### src/rtl/idct8_stream.sv
// ---------------------------------------------------------------------------
// idct8_stream
//   Streaming 8-point 1-D inverse DCT. One block of eight coefficients is
//   accepted through a valid/ready handshake, eight accumulators are updated
//   serially (one coefficient per cycle), and the rounded, clamped results
//   are presented through a second valid/ready handshake. It serves either
//   the row pass (signed, saturated output) or the column pass (unsigned
//   0..255 pixel output) of a 2-D IDCT.
//
//   Timing: accept on edge A, eight MAC cycles, out_valid high after edge
//   A+8. With out_ready held high the result transfers on edge A+9, the
//   block returns to IDLE and the next block can be accepted on edge A+10,
//   i.e. one block per 10 cycles.
//
// Parameters
//   IN_W      signed input coefficient width
//   COEF_W    signed cosine constant width (constants scaled by 256)
//   ACC_W     accumulator width
//   PIXEL_OUT 1: clamp to unsigned 0..255, 0: saturate to signed OUT_W
//   OUT_W     output sample width (8 when PIXEL_OUT=1)
//
// Ports
//   clk        rising-edge clock
//   rst        synchronous active-high reset, aborts any block in flight
//   in_valid   data_in holds a valid block
//   in_ready   block can be accepted (IDLE only)
//   data_in    x_0 in the MSBs ... x_7 in the LSBs, two's complement
//   out_valid  data_out holds a valid result
//   out_ready  downstream accepts the result
//   data_out   y_0 in the MSBs ... y_7 in the LSBs
//   busy       a block is being processed or held for output
//
// Build option
//   IDCT_LEVEL_SHIFT_EN: when defined and PIXEL_OUT=1, 128 is added to the
//   rounded value before the 0..255 clamp (JPEG level shift). Without it
//   negative values clamp to 0. Ignored when PIXEL_OUT=0.
// ---------------------------------------------------------------------------
module idct8_stream #(
    parameter int IN_W      = 11,
    parameter int COEF_W    = 9,
    parameter int ACC_W     = IN_W + COEF_W + 3,
    parameter int PIXEL_OUT = 1,
    parameter int OUT_W     = 8
) (
    input  logic                 clk,
    input  logic                 rst,
    input  logic                 in_valid,
    output logic                 in_ready,
    input  logic [8*IN_W-1:0]    data_in,
    output logic                 out_valid,
    input  logic                 out_ready,
    output logic [8*OUT_W-1:0]   data_out,
    output logic                 busy
);

    localparam int PROD_W = IN_W + COEF_W;

    typedef enum logic [1:0] {
        ST_IDLE = 2'd0,
        ST_MAC  = 2'd1,
        ST_OUT  = 2'd2
    } state_t;

    state_t                 state_q, state_d;
    logic [2:0]             k_q, k_d;
    logic [8*IN_W-1:0]      x_q, x_d;
    logic signed [IN_W-1:0] x_cur;
    logic                   accept;
    logic                   mac_step;
    logic                   mac_last;

    // Cosine weight C(k,n) = 256*cos((2n+1)*k*pi/16), quantised to the
    // constant set c1..c7. The angle index m = (2n+1)*k is taken mod 32 and
    // folded into the first quadrant to pick the magnitude c_j and its sign.
    // k=0 uses c4 for every output (the 1/sqrt(2) DC weight).
    function automatic logic signed [COEF_W-1:0] cos_coef(
        input logic [2:0] k,
        input logic [4:0] odd_n
    );
        logic [4:0]               m;
        logic [3:0]               j;
        logic                     neg;
        logic [7:0]               mag;
        logic signed [COEF_W-1:0] v;
        m   = odd_n * {2'b00, k};
        j   = 4'd0;
        neg = 1'b0;
        case (m[4:3])
            2'd0: begin j = {1'b0, m[2:0]};        neg = 1'b0; end
            2'd1: begin j = 4'(5'd16 - m);         neg = 1'b1; end
            2'd2: begin j = {1'b0, m[2:0]};        neg = 1'b1; end
            default: begin j = 4'(6'd32 - {1'b0, m}); neg = 1'b0; end
        endcase
        if (k == 3'd0) begin
            j   = 4'd4;
            neg = 1'b0;
        end
        case (j)
            4'd1:    mag = 8'd251;
            4'd2:    mag = 8'd236;
            4'd3:    mag = 8'd213;
            4'd4:    mag = 8'd181;
            4'd5:    mag = 8'd142;
            4'd6:    mag = 8'd98;
            4'd7:    mag = 8'd50;
            default: mag = 8'd0;
        endcase
        v = COEF_W'(mag);
        if (neg) begin
            v = -v;
        end
        return v;
    endfunction

    // ---------------- FSM: state register ----------------
    always_ff @(posedge clk) begin
        if (rst) begin
            state_q <= ST_IDLE;
        end else begin
            state_q <= state_d;
        end
    end

    // ---------------- FSM: next state ----------------
    always_comb begin
        state_d = state_q;
        case (state_q)
            ST_IDLE: if (in_valid)       state_d = ST_MAC;
            ST_MAC:  if (k_q == 3'd7)    state_d = ST_OUT;
            ST_OUT:  if (out_ready)      state_d = ST_IDLE;
            default:                     state_d = ST_IDLE;
        endcase
    end

    // ---------------- FSM: outputs ----------------
    always_comb begin
        in_ready  = (state_q == ST_IDLE);
        out_valid = (state_q == ST_OUT);
        busy      = (state_q != ST_IDLE);
    end

    assign accept   = in_valid && (state_q == ST_IDLE);
    assign mac_step = (state_q == ST_MAC);
    assign mac_last = mac_step && (k_q == 3'd7);

    // ---------------- coefficient index and input latch ----------------
    always_comb begin
        k_d = k_q;
        x_d = x_q;
        if (accept) begin
            k_d = 3'd0;
            x_d = data_in;
        end else if (mac_step) begin
            k_d = k_q + 3'd1;
        end
    end

    always_ff @(posedge clk) begin
        if (rst) begin
            k_q <= 3'd0;
            x_q <= '0;
        end else begin
            k_q <= k_d;
            x_q <= x_d;
        end
    end

    // x_k for the current MAC cycle; x_0 sits in the MSBs.
    always_comb begin
        x_cur = '0;
        for (int i = 0; i < 8; i++) begin
            if (k_q == 3'(i)) begin
                x_cur = x_q[(7-i)*IN_W +: IN_W];
            end
        end
    end

    // ---------------- eight accumulator lanes ----------------
    genvar gi;
    generate
        for (gi = 0; gi < 8; gi++) begin : g_lane
            localparam logic [4:0] ODD = 5'(2*gi + 1);

            logic signed [COEF_W-1:0] coef;
            logic signed [PROD_W-1:0] prod;
            logic signed [ACC_W-1:0]  acc_q, acc_d;
            logic signed [ACC_W-1:0]  acc_sum;
            logic signed [ACC_W-1:0]  shr;
            logic signed [ACC_W-1:0]  rnd;
            logic [OUT_W-1:0]         y_sat;
            logic [OUT_W-1:0]         y_q, y_d;

            assign coef    = cos_coef(k_q, ODD);
            assign prod    = PROD_W'(coef) * PROD_W'(x_cur);
            assign acc_sum = acc_q + ACC_W'(prod);

            // Round half up of acc/512 at full width: floor(acc/512) plus
            // the first discarded bit.
            assign shr = acc_sum >>> 9;
            assign rnd = shr + ACC_W'(acc_sum[8]);

            if (PIXEL_OUT != 0) begin : g_pix
                localparam logic signed [ACC_W-1:0] PIX_MAX = ACC_W'(255);
                logic signed [ACC_W-1:0] lv;
                always_comb begin
`ifdef IDCT_LEVEL_SHIFT_EN
                    lv = rnd + ACC_W'(128);
`else
                    lv = rnd;
`endif
                    if (lv[ACC_W-1]) begin
                        y_sat = '0;
                    end else if (lv > PIX_MAX) begin
                        y_sat = OUT_W'(255);
                    end else begin
                        y_sat = lv[OUT_W-1:0];
                    end
                end
            end else begin : g_row
                localparam logic signed [ACC_W-1:0] SAT_HI = ACC_W'((1 << (OUT_W-1)) - 1);
                localparam logic signed [ACC_W-1:0] SAT_LO = ~SAT_HI;
                always_comb begin
                    if (rnd > SAT_HI) begin
                        y_sat = SAT_HI[OUT_W-1:0];
                    end else if (rnd < SAT_LO) begin
                        y_sat = SAT_LO[OUT_W-1:0];
                    end else begin
                        y_sat = rnd[OUT_W-1:0];
                    end
                end
            end

            // Outputs only change on the final MAC cycle, so data_out is
            // stable for the whole OUT state regardless of back-pressure.
            always_comb begin
                acc_d = acc_q;
                y_d   = y_q;
                if (accept) begin
                    acc_d = '0;
                end else if (mac_step) begin
                    acc_d = acc_sum;
                    if (mac_last) begin
                        y_d = y_sat;
                    end
                end
            end

            always_ff @(posedge clk) begin
                if (rst) begin
                    acc_q <= '0;
                    y_q   <= '0;
                end else begin
                    acc_q <= acc_d;
                    y_q   <= y_d;
                end
            end

            assign data_out[(7-gi)*OUT_W +: OUT_W] = y_q;
        end
    endgenerate

endmodule
### config.mk
export PLATFORM = sky130hd
export DESIGN_NAME = idct8_stream
export DESIGN_NICKNAME = d
export VERILOG_FILES = /design/src/rtl/idct8_stream.sv
export SDC_FILE = /design/constraint.sdc
export NUM_CORES = 2
export LEC_CHECK = 0
export CORE_ASPECT_RATIO = 1.5
export CORE_MARGIN = 8
export CORE_UTILIZATION = 40
export CTS_BUF_LIST = sky130_fd_sc_hd__clkbuf_16
export DETAILED_ROUTE_END_ITERATION = 10
export PLACE_DENSITY = 0.54
export SLEW_MARGIN = 10
export SYNTH_ARGS = -nofsm -noshare
export SYNTH_HDL_FRONTEND = slang
export SYNTH_SLANG_ARGS = --single-unit
### constraint.sdc
create_clock -name clk -period 28.3 [get_ports clk]
set_input_delay 4.245 -clock clk [delete_from_list [all_inputs] [get_ports clk]]
set_output_delay 4.245 -clock clk [all_outputs]
set_load 0.01 [all_outputs]
# Yosys cells after proc, flatten, opt, wreduce, memory -nomap -nowiden
# Index checks and enable logic that the tools add are counted.
# totals
ff_bits	341
in_bits	92
output_inout_bits	67
elab_cells	264
# op_classes
n_addsub	38
n_mul	15
order_cmp	8
n_eq_ne	82
mux	72
n_bitwise	1
reduce_logical	29
# ops
operator	count
$pmux W8 S7	8
$add A23 B20 Y23	8
$mul A9 B11 Y20	8
$eq A4 B3 Y1 const B	32
$mux W8	16
$add A14 B2 Y15	8
$gt A15 B9 Y1 const B	8
$mux W11	8
$eq A4 B2 Y1 const B	16
$mux W9	7
$neg A8 Y9	7
$pmux W4 S2	7
$sub A1 B4 Y4 const A	14
$eq A4 B1 Y1 const B	8
$reduce_or A2 Y1	15
$mux W4	7
$mul A4 B3 Y5 const A	4
$eq A2 B1 Y1 const B	8
$eq A2 B2 Y1 const B	8
$logic_not A2 Y1	8
$mux W1	14
$eq A3 B3 Y1 const B	4
$mul A3 B3 Y5 const A	2
$eq A3 B2 Y1 const B	2
13 further kinds	18

# Logic depth before layout (Yosys ltp)
# logic_depth
word_depth	15
mapped_depth	42
depth_no_buf	39

# Worst setup path after synthesis
# No wires, ideal clock.
# synth_timing
path_kind	reg2reg
from	reg k_q[0]
to	reg g_lane[1].y_q[7]
setup_ns	0.144
arrival_ns	9.584
t_required_ns	28.156
path_slack_ns	18.571
path_stages_with_launch	37
path_buffers	4
period_less_slack_ns	9.729
path_cell_list	dfxtp_1 -> clkbuf_1 -> inv_1 -> clkbuf_1 -> ha_1 -> or2_2 -> clkbuf_1 -> a221oi_1 -> o22ai_1 -> or3_1 -> a211o_1 -> nor4b_1 -> nor2_1 -> xor2_1 -> clkbuf_1 -> nor2_1 -> fa_1 -> inv_1 -> fa_1 -> inv_1 -> fa_1 -> inv_1 -> fa_1 -> fa_1 -> inv_1 -> ha_1 -> a21oi_1 -> o21ai_0 -> xor2_1 -> ha_1 -> ha_1 -> nand4_1 -> or3_1 -> or3_1 -> or3_1 -> o22ai_2 -> a32oi_1
# synth_via
elab_chain_cells	15
elab_cells_between_ends	46
classes_between	5 x add/sub; 2 x mul; 1 x order compare; 16 x eq/ne; 16 x mux; 6 x reduce/logical
# synth_lines
item	line_no	rtl
start, declared	65	logic [2:0] k_q, k_d;
start signal, assigned	163	k_q <= k_d;
branches (longest 9 deep; another with $neg A8 Y9)	-	
$mul A9 B11 Y20 (*)	194	assign prod = PROD_W'(coef) * PROD_W'(x_cur);
$add A23 B20 Y23 (*)	195	assign acc_sum = acc_q + ACC_W'(prod);
via g_lane[1].acc_sum[9]	187	logic signed [ACC_W-1:0] acc_sum;
$add A14 B2 Y15 (*)	200	assign rnd = shr + ACC_W'(acc_sum[8]);
$gt A15 B9 Y1	213	end else if (lv > PIX_MAX) begin
$mux W8	213	
$mux W8 (*)	211	if (lv[ACC_W-1]) begin
end signal, assigned	254	y_q <= y_d;
end, declared	191	logic [OUT_W-1:0] y_q, y_d;
# Mark *: on every way through the listed nets, which the timed path passes.
# A chain may end at the register's enable or synchronous reset.

# Worst setup path after layout
# layout_timing
from	reg k_q[1]
to	reg g_lane[6].y_q[1]
# layout_via
elab_chain_cells	15
elab_cells_between_ends	46
classes_between	5 x add/sub; 2 x mul; 1 x order compare; 16 x eq/ne; 16 x mux; 6 x reduce/logical
# layout_lines
item	line_no
branches (longest 15 deep; another with $add A23 B20 Y23)	-
end signal, assigned	254
end, declared	191
# Several ways; the timed one is not identified.

==> flow_summary_export.csv <==
group,metric,value,unit
synthesis,syn_inst,6767,
timing,timing.fmax,84.0,MHz
setup_path,cpPeakStageDelay,1.02,ns
synthesis,synth-edff-count,0,
setup_path,r2r_end,"g_lane[6].y_q[1]",
synthesis,async_flop_share,0,
synthesis,synthFlopType,"dfxtp_1",
setup_path,arrival,12.39,ns
synthesis,yosysSeqAreaShare,0.124,
placement,post-place-cells,8439,
timing,drv_slew,0,
min_path,hp-class,"reg2reg",
synthesis,syn_area_per_cell,8.16,µm²
cells_and_area,multi_input_comb_area,0.0431,mm²
global_route,grt_max_degree,123,
pwr,pwr_density_cell,127,mW/mm²
setup_path,crit_top_cell,"fa_1",
placement,gp_congestion,0.864,
global_route,grt_usage,0.215,
detailed_routing,routed_wl,161000,µm
cells_and_area,mostFrequentLayoutCell,"inv_1",
detailed_routing,first_pass_iters,7,
clock_tree,cts_root_buffer,"clkbuf_16",
clock_tree,cts_buffers,45,
timing,relSlewSlack,0.104,
placement,hpwl,122000,µm
cells_and_area,final_cell_mix,"inv_1, nand2_1, fa_1",
floorplan,ios,159,
timing,setup_viol,0,
cells_and_area,fill_cells,13900,
clock_tree,h-tree-depth,2,
setup_path,crit_slowest_cell,"xnor2_1",
setup_path,rrSetupSlack,16.39,ns
clock_tree,cts_resized,0,
status,status,"finished, final reports clean",
detailed_routing,wl_per_cell,18.9,µm
floorplan,row_count,167,
clock_tree,hold_buffers,0,
placement,port_buffers,158,
detailed_routing,vias,45500,
setup_path,critical_path_class,"reg2reg",
setup_path,start_kind,"register",
cells_and_area,regArea,0.00683,mm²
timing,tightest_slew,1.33,ns
cells_and_area,final_net_count,8164,
global_route,grt-ovfl-total,0,
synthesis,syn_area,0.0552,mm²
setup_path,crit_fanout,26,
floorplan,die_area,0.150,mm²
detailed_routing,vias_per_cell,5.33,
min_path,min_to,"x_q[14]",
detailed_routing,drc,0,
setup_path,end_kind,"register",
pwr,p_leak,0.0284,µW
clock_tree,clockBufferDepth,3,
synthesis,ys_warn_count,0,
setup_path,r2r_start,"k_q[1]",
global_route,antenna_found_initial,2,
flow_run,cap_violations,0,
min_path,min_from,"x_q[14]",
floorplan,dieHeight,471,µm
timing,period_needed,11.91,ns
clock_tree,post-cts-setup-buffers,0,
cells_and_area,drive_above_1_share,0.0416,
synthesis,syn_nets,8219,
detailed_routing,ant_nets,0,
timing,timing.final.crit_share,0.421,
floorplan,die_w,319,µm
floorplan,core,0.138,mm²
min_path,hold_depth,2,
timing,rsz0062_at_grt,"no",
timing,hold_viol,0,
clock_tree,worstSkewPairLatency,0.68,ns
clock_tree,path_clk_slew,0.07,ns
global_route,grt_pass1_wl,263000,µm
synthesis,synthDistinctLibCells,104,
setup_path,cp_data_required_time,28.79,ns
clock_tree,cts_tree,"done",
clock_tree,clkSinkCount,341,
cells_and_area,fin_cells,8523,
setup_path,reg2reg_depth,32,
timing,finClkSkew,0.0434,ns
global_route,grt_pass1_vias,48200,
synthesis,ys_seq_elements,341,
cells_and_area,syn2layout_area_growth,8.72,%
pwr,irDropWorstVdd,0.000113,V
timing,setup-tns-final,0,ns
detailed_routing,drt_iter0_markers,2248,
floorplan,start_util,0.401,
## cells in the mapped netlist, types with 10 or more instances
master | count | area [µm²]
and2_1 | 73 | 457
mux2_2 | 14 | 158
or2_2 | 39 | 244
nor4b_1 | 10 | 87.6
clkbuf_1 | 291 | 1090
nor4_1 | 14 | 87.6
fa_1 | 858 | 17200
a21oi_1 | 488 | 2440
ha_1 | 502 | 6280
a211oi_1 | 72 | 541
o21ai_0 | 147 | 736
nand2_1 | 958 | 3600
and3_1 | 36 | 225
mux2i_1 | 21 | 210
or4_1 | 11 | 82.6
a311oi_1 | 14 | 123
nor2b_1 | 32 | 200
o211ai_1 | 27 | 203
dfxtp_1 | 341 | 6830
nand4_1 | 37 | 231
o21ai_1 | 10 | 50.1
o221a_2 | 11 | 124
xor2_1 | 70 | 613
o21bai_1 | 12 | 90.1
nand2b_1 | 46 | 288
a2bb2oi_1 | 10 | 87.6
o31ai_1 | 19 | 143
nor3_1 | 81 | 405
o21a_1 | 24 | 180
nand3_1 | 58 | 290
or3_1 | 20 | 125
inv_1 | 1130 | 4240
and4_1 | 16 | 140
a211o_1 | 12 | 105
a221o_1 | 13 | 130
a221oi_1 | 14 | 123
a21o_1 | 104 | 781
a31oi_1 | 32 | 200
buf_1 | 30 | 113
xnor2_1 | 181 | 1590
nor2_1 | 697 | 2620
## routing by layer
| layer | global-route usage | wire (µm) |
|---|---|---|
| met1 | 0.256 | 65900 |
| met2 | 0.396 | 82500 |
| met3 | 0.0276 | 7430 |
| met4 | 0.0704 | 5560 |
| met5 | 0 | 0 |
## cell type report
class	instances	share of cell area
antenna	1	0.0000417
clock buffer	45	0.0188
clock inverter	38	0.00715
inverter	1133	0.0708
multi-input combinational	4967	0.718
sequential	341	0.114
tap	1774	0.0370
timing repair buffer	224	0.0348
## worst max-delay path, delay by kind of cell (launching register included)
kind	cells	cell delay, ns
adders and majority gates	8	4.13
DFF	1	0.84
xor gates and xnor gates	1	1.02
and+or+nand+nor	6	1.14
buffers and inverters	4	0.47
AOI/OAI and AO/OA	13	4.11
## how the worst max path moves through the flow
stage	startpoint	endpoint	slack, ns
6_report	k_q[1]	g_lane[6].y_q[1]	16.39
5_1_grt	k_q[1]	g_lane[6].y_q[4]	15.57
4_1_cts	k_q[1]	g_lane[1].y_q[7]	16.48
3_5_place_dp	k_q[1]	g_lane[1].y_q[5]	16.52
3_3_place_gp	k_q[1]	g_lane[1].y_q[7]	16.73
2_1_floorplan	k_q[0]	g_lane[1].y_q[7]	18.57
## where the power goes
group | leakage [µW] | internal (µW) | switching [µW]
clock | 0.000756 | 351 | 278
combinational | 0.0248 | 2470 | 3920
sequential | 0.00277 | 551 | 47.9
total | 0.0284 | 3370 | 4250
## logic make-up after synthesis
group                    synth area share
AND/OR/NAND/NOR                     0.171
buffers and inverters              0.0993
multiplexers                      0.00666
adder cells (fa/ha/maj)             0.425
AO/OA/AOI/OAI                       0.135
flip-flops                          0.124
XOR/XNOR                           0.0407
## per-stage QoR
| stage | hold slack [ns] | cell area, µm² | utilization | setup WS [ns] | power (µW) |
|---|---|---|---|---|---|
| final | 0.451 | 60100 | 0.436 | 16.39 | 7610 |
| after floorplan | 0.432 | 55200 | - | 18.57 | 5500 |
| after global routing | 0.470 | 60100 | 0.436 | 15.57 | 8530 |
| after global placement | 0.441 | 58500 | 0.425 | 16.73 | 6920 |
| after detailed placement | 0.444 | 58500 | 0.425 | 16.52 | 6980 |
| after CTS | 0.453 | 60100 | 0.436 | 16.48 | 7670 |
## flip-flops by register name (all words and copies together) (netlist names)
name,cells
g_lane.acc_q,184
x_q,88
g_lane.y_q,64
k_q,3
state_q,2
Note: power is estimated with default switching activity, not from simulation.
